$ cat src/rtl/wb_stage_pkg.sv
// Shared settings for the writeback stage: default widths and the load-wait FSM encoding.
package wb_stage_pkg;

  localparam int DEF_WORD_WIDTH     = 32;
  localparam int DEF_REG_FILE_DEPTH = 4;
  localparam int DEF_LOAD_TIMEOUT   = 16;

  typedef enum logic {
    WB_IDLE = 1'b0,
    WB_WAIT = 1'b1
  } wb_state_e;

endpackage

$ cat src/rtl/wb_pipe_reg.sv
// MEM/WB pipeline register with a hold enable; every field clears on asynchronous reset.
module wb_pipe_reg
  import wb_stage_pkg::*;
#(
  parameter int WORD_WIDTH     = DEF_WORD_WIDTH,
  parameter int REG_FILE_DEPTH = DEF_REG_FILE_DEPTH
) (
  input  logic                      clk,
  input  logic                      rst,
  input  logic                      hold_i,
  input  logic                      valid_i,
  input  logic                      wb_en_i,
  input  logic                      mem_read_i,
  input  logic [REG_FILE_DEPTH-1:0] dst_i,
  input  logic [WORD_WIDTH-1:0]     alu_result_i,
  output logic                      valid_o,
  output logic                      wb_en_o,
  output logic                      mem_read_o,
  output logic [REG_FILE_DEPTH-1:0] dst_o,
  output logic [WORD_WIDTH-1:0]     alu_result_o
);

  logic                      valid_q;
  logic                      wb_en_q;
  logic                      mem_read_q;
  logic [REG_FILE_DEPTH-1:0] dst_q;
  logic [WORD_WIDTH-1:0]     alu_result_q;

  always_ff @(posedge clk or posedge rst) begin
    if (rst) begin
      valid_q      <= 1'b0;
      wb_en_q      <= 1'b0;
      mem_read_q   <= 1'b0;
      dst_q        <= '0;
      alu_result_q <= '0;
    end else if (!hold_i) begin
      valid_q      <= valid_i;
      wb_en_q      <= wb_en_i;
      mem_read_q   <= mem_read_i;
      dst_q        <= dst_i;
      alu_result_q <= alu_result_i;
    end
  end

  assign valid_o      = valid_q;
  assign wb_en_o      = wb_en_q;
  assign mem_read_o   = mem_read_q;
  assign dst_o        = dst_q;
  assign alu_result_o = alu_result_q;

endmodule

$ cat src/rtl/wb_stage.sv
// Writeback stage: MEM/WB register, ALU/load writeback mux and a wait FSM that stalls
// the pipeline on slow SRAM reads until data arrives or the load times out.
module wb_stage
  import wb_stage_pkg::*;
#(
  parameter int WORD_WIDTH     = DEF_WORD_WIDTH,
  parameter int REG_FILE_DEPTH = DEF_REG_FILE_DEPTH,
  parameter int LOAD_TIMEOUT   = DEF_LOAD_TIMEOUT,
  parameter int CNT_WIDTH      = $clog2(LOAD_TIMEOUT + 1)
) (
  input  logic                      clk,
  input  logic                      rst,
  input  logic                      mem_valid,
  input  logic                      mem_WB_en,
  input  logic                      mem_read,
  input  logic [REG_FILE_DEPTH-1:0] mem_dst,
  input  logic [WORD_WIDTH-1:0]     mem_alu_result,
  input  logic [WORD_WIDTH-1:0]     sram_rdata,
  input  logic                      sram_rdata_valid,
  output logic [REG_FILE_DEPTH-1:0] reg_file_wb_address,
  output logic [WORD_WIDTH-1:0]     reg_file_wb_data,
  output logic                      reg_file_enable,
  output logic                      stall,
  output logic                      load_timeout_err
);

  logic                      r_valid_q;
  logic                      r_wb_en_q;
  logic                      r_mem_read_q;
  logic [REG_FILE_DEPTH-1:0] r_dst_q;
  logic [WORD_WIDTH-1:0]     r_alu_q;

  wb_state_e                 state_q;
  logic [CNT_WIDTH-1:0]      cnt_q;
  logic                      err_q;

  logic                      load_pending;
  logic                      load_done;
  logic                      alu_write;
  logic                      timeout_hit;

  wb_pipe_reg #(
    .WORD_WIDTH     (WORD_WIDTH),
    .REG_FILE_DEPTH (REG_FILE_DEPTH)
  ) u_pipe_reg (
    .clk          (clk),
    .rst          (rst),
    .hold_i       (stall),
    .valid_i      (mem_valid),
    .wb_en_i      (mem_WB_en),
    .mem_read_i   (mem_read),
    .dst_i        (mem_dst),
    .alu_result_i (mem_alu_result),
    .valid_o      (r_valid_q),
    .wb_en_o      (r_wb_en_q),
    .mem_read_o   (r_mem_read_q),
    .dst_o        (r_dst_q),
    .alu_result_o (r_alu_q)
  );

  // A load always writes back, regardless of its WB_en bit.
  always_comb begin
    load_pending = r_valid_q & r_mem_read_q;
    load_done    = load_pending & sram_rdata_valid;
    alu_write    = r_valid_q & ~r_mem_read_q & r_wb_en_q;
    timeout_hit  = (state_q == WB_WAIT) & ~sram_rdata_valid
                   & (cnt_q == CNT_WIDTH'(LOAD_TIMEOUT));
  end

  always_comb begin
    reg_file_enable     = load_done | alu_write;
    stall               = load_pending & ~sram_rdata_valid & ~timeout_hit;
    reg_file_wb_address = r_valid_q ? r_dst_q : '0;
    reg_file_wb_data    = '0;
    if (load_done) begin
      reg_file_wb_data = sram_rdata;
    end else if (alu_write) begin
      reg_file_wb_data = r_alu_q;
    end
  end

  always_ff @(posedge clk or posedge rst) begin
    if (rst) begin
      state_q <= WB_IDLE;
      cnt_q   <= '0;
      err_q   <= 1'b0;
    end else begin
      case (state_q)
        WB_IDLE: begin
          if (load_pending && !sram_rdata_valid) begin
            state_q <= WB_WAIT;
            cnt_q   <= CNT_WIDTH'(1);
          end
        end
        WB_WAIT: begin
          if (sram_rdata_valid) begin
            state_q <= WB_IDLE;
            cnt_q   <= '0;
          end else if (timeout_hit) begin
            // The load retires with no write; the sticky flag records it.
            state_q <= WB_IDLE;
            cnt_q   <= '0;
            err_q   <= 1'b1;
          end else begin
            cnt_q <= cnt_q + CNT_WIDTH'(1);
          end
        end
        default: begin
          state_q <= WB_IDLE;
          cnt_q   <= '0;
        end
      endcase
    end
  end

  assign load_timeout_err = err_q;

endmodule

$ cat config.mk
export PLATFORM = sky130hd
export DESIGN_NAME = wb_stage
export DESIGN_NICKNAME = d
export VERILOG_FILES = /design/src/rtl/wb_stage_pkg.sv /design/src/rtl/wb_pipe_reg.sv /design/src/rtl/wb_stage.sv
export SDC_FILE = /design/constraint.sdc
export NUM_CORES = 1
export LEC_CHECK = 0
export BUFFER_PORTS_ARGS = -buffer_cell sky130_fd_sc_hd__clkbuf_2
export CAP_MARGIN = 20
export CORE_MARGIN = 8
export CORE_UTILIZATION = 46
export CTS_CLUSTER_SIZE = 14
export DETAILED_ROUTE_END_ITERATION = 16
export PLACE_DENSITY = 0.8
export SYNTH_ARGS = -nofsm -noshare
export SYNTH_HDL_FRONTEND = slang
export SYNTH_HIERARCHICAL = 1
export SYNTH_SLANG_ARGS = --single-unit
$ cat constraint.sdc
create_clock -name clk -period 2.5 [get_ports clk]
set_clock_uncertainty 0.15 [all_clocks]
set_input_delay 0.125 -clock clk [delete_from_list [all_inputs] [get_ports clk]]
set_output_delay 0.125 -clock clk [all_outputs]
set_load 0.02 [all_outputs]
==> impl_metrics.csv <==
group,metric,value,unit
run_status,status,"finished, final reports clean",
worst_setup_path,r2r-end,"u_pipe_reg/alu_result_o[23]$_DFFE_PP0N_",
die,start_util,47.8,%
global_routing,gr-total-overflow,0,
place,numPortBuffers,112,
worst_setup_path,setup.worst_path.start,"cnt_q[0]$_DFFE_PP0P_",
die,die-area,0.00740,sq mm
clocking,numCtsBuffers,5,
place,gp_congestion,0.783,
global_routing,track_usage,16.8,%
clocking,tritoncts,"built",
synth,ys_seq_elements,46,
worst_setup_path,worst-path-max-fanout,28,
die,ios,113,
min_path,worstHoldStart,"sram_rdata_valid",
clocking,insertion_delay,0.29,ns
routing,vias,1915,
worst_setup_path,path_class,"flip-flop to output pin",
global_routing,grt_most_used_layer,"met2",
final_layout,num-nets-final,395,
synth,ys_warn_count,6,
min_path,min_path_type,"input pin to flip-flop",
routing,drt_iter0_markers,43,
global_routing,grt_pass1_wl,9870,um
die,num_rows,25,
synth,syn_area,0.00226,sq mm
synth,yosysSeqAreaShare,51.0,%
routing,first_pass_iters,4,
worst_setup_path,slowest_stage,"dfrtp_1",
final_layout,final_cells,387,
synth,yosysUniqueCellTypes,31,
worst_setup_path,cp.required,2.23,ns
clocking,clock-sinks,46,
worst_setup_path,max_stage_delay,0.42,ns
place,dp_hpwl,4310,um
worst_setup_path,path_cells,"inv_1 > ha_1 > and4bb_4 > a21oi_4 > buf_4 > clkbuf_2",
final_layout,postLayoutCoreUtil,71.4,%
final_layout,drive_above_1_share,52.2,%
synth,synth.largest_area_cell,"dfrtp_1",
routing,drt-wirelength-per-cell,15.7,um
worst_setup_path,end_kind,"output pin",
worst_setup_path,start_kind,"flip-flop",
sta,whs,0.144,ns
routing,wl,6070,um
final_layout,diodes,0,
worst_setup_path,r2r_cells,6,
final_layout,stdcell_area,0.00337,sq mm
clocking,clock-root-buffer,"clkbuf_8",
sta,tns,0,ns
min_path,min_path_cells,3,
clocking,h-tree-depth,2,
sta,worst_pin_slew,0.686,ns
global_routing,grt_start_max_net_pins,29,
flow_run,cap_violations,0,
worst_setup_path,cp_num_buf_inv,3,
sta,finalCritPeriodShare,90.5,%
synth,synth_nets,241,
power,p_per_area,536,mW/mm^2
sta,relSlewSlack,54.0,%
sta,final_max_slew_viol_count,0,
routing,drc,0,
worst_setup_path,r2r_start,"cnt_q[0]$_DFFE_PP0P_",
sta,setup_violations,0,
sta,timing.fmax,442,MHz
sta,period_needed,2.26,ns
clocking,clock_path_buffers,2,
global_routing,grt_pass1_vias,2028,
synth,yosysTopAreaCellShare,51.0,%
clocking,clk_pin_slew_worst_paths,0.08,ns
place,dp.cells,339,
min_path,hold_end,"state_q$_DFF_PP0_",
global_routing,grtUsageMet1,18.8,%
synth,syn_inst,165,
global_routing,use_met3,6.11,%
global_routing,antenna_found_initial,0,
power,ir_drop,416,uV
sta,hold_violations,0,
routing,vias_per_cell,4.95,
clocking,cts_setup_buffers,0,
sta,rsz0062_at_grt,"false",
synth,avgSynthCellArea,13.7,sq um
final_layout,area_growth,49.6,%
global_routing,grtUsageMet2,28.0,%
power,p_leak,1.71,nW
worst_setup_path,worstPathArrival,1.99,ns
routing,ant_nets,0,
worst_setup_path,path_delay_family,"buffers and inverters",
synth,synthTopCellsByArea,"dfrtp_1, mux2_2, a22o_1",
die,dieHeight,86.0,um
place,place_area,0.00287,sq mm
die,die_width,86.0,um
worst_setup_path,r2r_slack,0.40,ns
die,core_area,0.00472,sq mm
[state kept, by name (all words and copies together) (netlist names)]
register                 cells
u_pipe_reg/alu_result_o     32
u_pipe_reg/dst_o             4
load_timeout_err             1
cnt_q                        5
u_pipe_reg/valid_o           1
state_q                      1
u_pipe_reg/mem_read_o        1
u_pipe_reg/wb_en_o           1
[routing by layer]
layer / up-vias / part of all wire (%)
li1: 927 / -
met1: 891 / 41
met2: 85 / 49
met3: 12 / 8.4
met4: 0 / 1.9
met5: - / 0
[repair_timing]
item	4_1_cts	5_1_grt
hold buffers	40	0
resized for setup	0	0
endpoints found under the hold margin	64	0
[final cells by class]
class	instances	area [sq um]
clock buffers	7	76.3
clock inverters	1	30.0
fillers	331	1350
inverters	4	15.0
multi-input cells	103	1000
flip-flops and latches	46	1150
well taps	67	83.8
repair buffers	159	1010
[cells in the mapped netlist, drive strengths merged]
cell	instances
mux2	39
inv	4
a21o	2
nor2	2
o2bb2ai	1
and3	2
clkbuf	1
and2	4
xor2	1
a22o	33
o21ai	1
and4bb	1
nor2b	1
a21oi	1
and3b	2
dfrtp	46
nand3b	1
nor4	1
nor4b	1
a211o	1
buf	11
ha	2
nand2b	2
o32ai	1
o22ai	1
nand3	2
or2	1
[worst max path at each step]
stage	slack (ns)	cells after the start	to
3_5_place_dp	0.42	6	u_pipe_reg/alu_result_o[23]$_DFFE_PP0N_
4_1_cts	0.22	6	stall
2_1_floorplan	0.24	7	u_pipe_reg/alu_result_o[13]$_DFFE_PP0N_
6_report	0.24	6	stall
5_1_grt	0.15	6	stall
3_3_place_gp	0.50	6	u_pipe_reg/alu_result_o[5]$_DFFE_PP0N_
[worst reg2reg max path: stages (launching register included)]
cell and delay (ns):
dfrtp_1 0.42, inv_1 0.07, ha_1 0.20, and4bb_4 0.23, a21oi_4 0.14, buf_4 0.39
mux2_2 0.40
[cells in the final DEF, fill, tap and decap left out, types with 2 or more instances in the layout]
cell type	netlist	routed
clkbuf_1	0	2
dfrtp_1	46	46
nand2b_1	2	2
nand3_1	2	2
nor2_1	2	2
buf_4	8	7
and3_1	2	2
and2_1	4	4
mux2_2	29	29
ha_1	2	2
and3b_1	2	2
dlygate4sd3_1	0	40
clkbuf_2	1	112
mux2_4	10	10
a22o_1	33	33
inv_1	4	3
clkbuf_8	0	5
a21o_1	2	2
[cells by family (layout without fill, tap and decap cells)]
| logic type | Yosys count | in the layout | synth area share [%] |
|---|---|---|---|
| xor gates and xnor gates | 1 | 1 | 0.388 |
| DFF | 46 | 46 | 51.0 |
| and+or+nand+nor | 20 | 20 | 6.05 |
| AOI/OAI and AO/OA | 41 | 41 | 15.4 |
| buffers and inverters | 16 | 171 | 4.94 |
| adders and majority gates | 2 | 2 | 1.11 |
| muxes | 39 | 39 | 21.1 |
[stage by stage]
stage                     setup WS [ns]  total power [mW]
after floorplan                   0.238              1.10
after global placement            0.499              1.22
after detailed placement          0.424              1.24
after CTS                         0.223              1.83
after global routing              0.149              1.90
final                             0.238              1.81
[power breakdown]
| part | leakage, nW | total, mW | switching (mW) | internal (mW) |
|---|---|---|---|---|
| Sequential | 0.549 | 0.856 | 0.0481 | 0.808 |
| Combinational | 1.11 | 0.420 | 0.195 | 0.225 |
| Clock | 0.0524 | 0.532 | 0.233 | 0.299 |
(Power assumes the default switching activity.)
